**config.mk**
```make
export PLATFORM = sky130hd
export DESIGN_NAME = serial_subtractor
export DESIGN_NICKNAME = d
export VERILOG_FILES = /design/src/rtl/serial_subtractor_pkg.sv /design/src/rtl/full_subtractor_bit.sv /design/src/rtl/serial_subtractor.sv
export SDC_FILE = /design/constraint.sdc
export NUM_CORES = 1
export LEC_CHECK = 0
export BUFFER_PORTS_ARGS = -buffer_cell sky130_fd_sc_hd__buf_2
export CORE_AREA = 2 2 60 62
export DETAILED_ROUTE_END_ITERATION = 8
export DIE_AREA = 0 0 62 64
export GPL_TIMING_DRIVEN = 0
export PLACE_DENSITY = 0.72
export SLEW_MARGIN = 20
export SYNTH_ARGS = -nofsm -noshare
export SYNTH_HDL_FRONTEND = slang
export SYNTH_HIERARCHICAL = 1
export SYNTH_SLANG_ARGS = --single-unit
```
**constraint.sdc**
```tcl
create_clock -name clk -period 1.3 [get_ports clk]
set_input_delay 0.26 -clock clk [delete_from_list [all_inputs] [get_ports clk]]
set_output_delay 0.26 -clock clk [all_outputs]
set_load 0.02 [all_outputs]
```
**src/rtl/serial_subtractor_pkg.sv**
```systemverilog
// Shared definitions for the bit-serial arithmetic blocks (serial_subtractor, future serial_adder).
package serial_subtractor_pkg;

  localparam int unsigned SER_STATE_W = 2;

  typedef enum logic [SER_STATE_W-1:0] {
    IDLE  = 2'd0,
    SHIFT = 2'd1,
    DONE  = 2'd2
  } ser_state_t;

endpackage : serial_subtractor_pkg

```
**src/rtl/full_subtractor_bit.sv**
```systemverilog
// One-bit full subtractor: d = a - b - bin, bout set when the bit borrows.
module full_subtractor_bit (
  input  logic a,
  input  logic b,
  input  logic bin,
  output logic d,
  output logic bout
);

  logic d1;
  logic b1;
  logic b2;

  // Two half-subtractor stages; either stage borrowing produces the outgoing borrow.
  assign d1   = a ^ b;
  assign b1   = ~a & b;
  assign d    = d1 ^ bin;
  assign b2   = ~d1 & bin;
  assign bout = b1 | b2;

endmodule : full_subtractor_bit

```
**src/rtl/serial_subtractor.sv**
```systemverilog
// Bit-serial WIDTH-bit subtractor: a - b - bin, one bit per clock LSB first, valid/ready on both sides.
module serial_subtractor
  import serial_subtractor_pkg::*;
#(
  parameter int unsigned WIDTH = 8
) (
  input  logic             clk,
  input  logic             rst_n,
  input  logic             in_valid,
  output logic             in_ready,
  input  logic [WIDTH-1:0] a,
  input  logic [WIDTH-1:0] b,
  input  logic             bin,
  output logic             out_valid,
  input  logic             out_ready,
  output logic [WIDTH-1:0] diff,
  output logic             borrow_out
);

  localparam int unsigned CW = $clog2(WIDTH);

  ser_state_t       state;
  logic [WIDTH-1:0] a_sr;
  logic [WIDTH-1:0] b_sr;
  logic [CW-1:0]    cnt;
  logic             brw;
  logic             d_bit;
  logic             bout_bit;

  full_subtractor_bit u_fsb (
    .a    (a_sr[0]),
    .b    (b_sr[0]),
    .bin  (brw),
    .d    (d_bit),
    .bout (bout_bit)
  );

  assign in_ready   = (state == IDLE);
  assign out_valid  = (state == DONE);
  // The borrow FF holds the final borrow after the last bit until the next accept.
  assign borrow_out = brw;

  always_ff @(posedge clk or negedge rst_n) begin
    if (!rst_n) begin
      state <= IDLE;
      a_sr  <= '0;
      b_sr  <= '0;
      cnt   <= '0;
      brw   <= 1'b0;
      diff  <= '0;
    end else begin
      case (state)
        IDLE: begin
          if (in_valid) begin
            a_sr  <= a;
            b_sr  <= b;
            brw   <= bin;
            cnt   <= '0;
            state <= SHIFT;
          end
        end
        SHIFT: begin
          diff <= {d_bit, diff[WIDTH-1:1]};
          a_sr <= a_sr >> 1;
          b_sr <= b_sr >> 1;
          brw  <= bout_bit;
          // Counter stops at WIDTH-1 rather than wrapping past it.
          if (cnt == CW'(WIDTH - 1)) begin
            state <= DONE;
          end else begin
            cnt <= cnt + 1'b1;
          end
        end
        DONE: begin
          if (out_ready) begin
            state <= IDLE;
          end
        end
        default: state <= IDLE;
      endcase
    end
  end

endmodule : serial_subtractor

```
==> reports/results.ini <==
[yosys]
synthTopCellsByArea = dfrtp_1, nor4b_1, nor3b_1
syn_area_mm2 = 0.00153
async_flop_share_pct = 100
synth_xor_area_share_pct = 0
synth-simple-area-share_pct = 20.4
synth_mux_area_share_pct = 5.91
synth-seq-cells = 30
synth_cells = 138
synth-adder-area-share_pct = 2.95
ys_types = 26
syn_nets = 162
synth_top_family_by_area = simple AND/OR/NAND/NOR gates
yosysWarnings = 6
yosys-top-cells-count = dfrtp_1, inv_1, nor3b_1, nor4b_1, a211oi_1
ys_seq_area_share_pct = 49.2
avgSynthCellArea_um2 = 11.1
synth.largest_area_cell = dfrtp_1
synth-main-ff-cell = dfrtp_1
synth_top_cell_area_share_pct = 49.2
yosysMostFrequentCell = dfrtp_1
synth-edff-count = 0
synth_compound_area_share_pct = 13.0

[global_routing]
grt_util_met3_pct = 5.47
grt_pass1_vias = 1341
antenna_found_initial = 0
overflow = 0
grt-busiest-layer = met2
met1_usage_pct = 28.1
grt_max_degree = 31
grt_pass1_wl_um = 6400
met2_usage_pct = 35.4
grt.total_usage_pct = 22.4

[place]
io_buffers = 31
place.gp.congestion = 0.820
hpwl_um = 2290
pre_cts_ws_ns = -0.111

[pwr]
peakVddDrop_mv = 1.14
p_leak_nw = 1.03
p_sw_w = 0.00208
p_total_w = 0.00518
power.internal_w = 0.00310
p_comb_share_pct = 55.8
p_per_area_mw_per_mm2 = 2250
sequentialPowerShare_pct = 32.5
power_frac_clock_pct = 11.7
swShare_pct = 40.1

[detailed_routing]
drc = 0
antenna_left = 0
drt_iter0_drc = 53
viasPerCell = 5.53
wl_um = 3990
drt_first_pass_iters = 4
wl_per_cell_um = 16.5
vias = 1332

[cells_and_area]
drive_gt1_share_pct = 60.0
area_growth_pct = 50.9
diodes = 0
n_fill_cell = 230
fin_nets = 218

[timing]
hold_ws_ns = 0.169
rsz0062_at_grt = true
final_hold_viol_count = 0
setup_viol = 23
slew_violations = 0
setup_ws_ns = -0.206
tightestPinTransition_ns = 0.660
period_needed_ns = 1.51
setup-tns-final_ns = -1.88
clock.fmax_mhz = 664
slew_headroom_pct = 56.0
period_share_pct = 116
clock_skew_ns = 0.00767

[floorplan]
ios = 32
num_rows = 21
die_width_um = 62
die_h_um = 64
die_area_mm2 = 0.00397
core_area_mm2 = 0.00328
start_util_pct = 46.4

[critical_path]
worstPathArrival_ns = 1.25
r2r_slack_ns = -0.13
cp_common_cell = buf_6
crit_chain = buf_6 -> buf_8 -> nor2b_4 -> buf_6
critical_path_class = reg2out
setup.worst_path.start_class = flip-flop
crit_path_top_delay_cell = dfrtp_1
cp_top_family = flip-flops
path_max_fanout = 5
end_kind = output port
crit_buf_inv = 3
slowest_delay_ns = 0.41
cp.required_ns = 1.04

[run_status]
violations = setup timing
outcome = complete, but fails checks

[clock_network]
clk_root_buffer_cell = clkbuf_4
clk_pin_slew_worst_paths_ns = 0.10
cts_tree = built
htree_levels = 2
numClockSinks = 30
cts_buffers = 5
clock_latency_ns = 0.35
clock_path_buffers = 2

[worst_hold_path]
hold_class = in2reg

[job]
maxCapViolations = 0

power by group through the flow:
stage               Sequential, W  Combinational (W)  Clock [W]
detailed placement        0.00169            0.00192          0
global placement          0.00165            0.00186          0
global route              0.00174            0.00315   0.000667
finish                    0.00168            0.00289   0.000606
CTS                       0.00167            0.00261   0.000607
floorplan                 0.00180            0.00127          0
stage by stage:
step / cells / cell area, µm² / utilization, %
detailed placement: 215 / 1740 / 53.0
global placement: 215 / 1740 / 53.0
floorplan: 138 / 1530 / -
global route: 241 / 2300 / 70.1
finish: 241 / 2300 / 70.1
CTS: 236 / 2190 / 66.7
per-layer routing:
layer	up-vias	routed length [µm]
li1	614	-
met1	664	1690
met2	41	1990
met3	13	182
met4	0	116
met5	-	0
layout make-up:
cell class	instances	area [µm²]	share of cell area, %
Clock buffer	7	55.1	2.39
Multi-Input combinational cell	76	931	40.4
Sequential cell	30	752	32.7
Tap cell	46	57.6	2.50
Buffer	12	110	4.78
Timing Repair Buffer	49	317	13.8
Clock inverter	1	5.00	0.217
Inverter	20	75.1	3.26
placed cells by master, fill, tap and decap left out, types with 2 or more instances in the layout:
cell	count
buf_2	32
nand3_1	2
buf_4	14
nor3b_2	7
buf_6	9
or4b_1	2
clkbuf_4	6
mux2_2	8
o221a_2	2
nor4b_2	7
a211oi_2	13
nand2b_1	5
dfrtp_1	29
nor4b_4	6
inv_1	20
clkbuf_1	3
nor3b_1	7
sequential cells by signal, summed over array words and instances (netlist names):
name and flops:
borrow_out 1, diff 8, cnt 3, state 2, b_sr 8, a_sr 8
cells by family (layout without fill, tap and decap cells):
family | Yosys count | count (layout)
AND/OR/NAND/NOR | 41 | 41
buffers and inverters | 32 | 89
flip-flops | 30 | 30
AO/OA/AOI/OAI | 24 | 24
multiplexers | 8 | 8
adder cells (fa/ha/maj) | 3 | 3
repair_timing:
item	in CTS	in global routing
pin swaps	15	7
setup buffers	11	4
hold buffers	1	0
gates resized for setup	63	14
gates cloned	1	1
endpoints found under the setup margin	18	28
hold endpoints to repair	30	0
final timing paths:
kind                                    to  startpoint  cells past startpoint
worst max-delay path             out_valid    state[1]                      4
worst min-delay path               b_sr[7]        b[7]                      2
worst max register to register     b_sr[7]    state[1]                      6
worst min register to register     diff[0]     diff[0]                      1
max in group asynchronous       borrow_out       rst_n                      2
min in group asynchronous          diff[4]       rst_n                      2
Note: power is estimated with default switching activity, not from simulation.
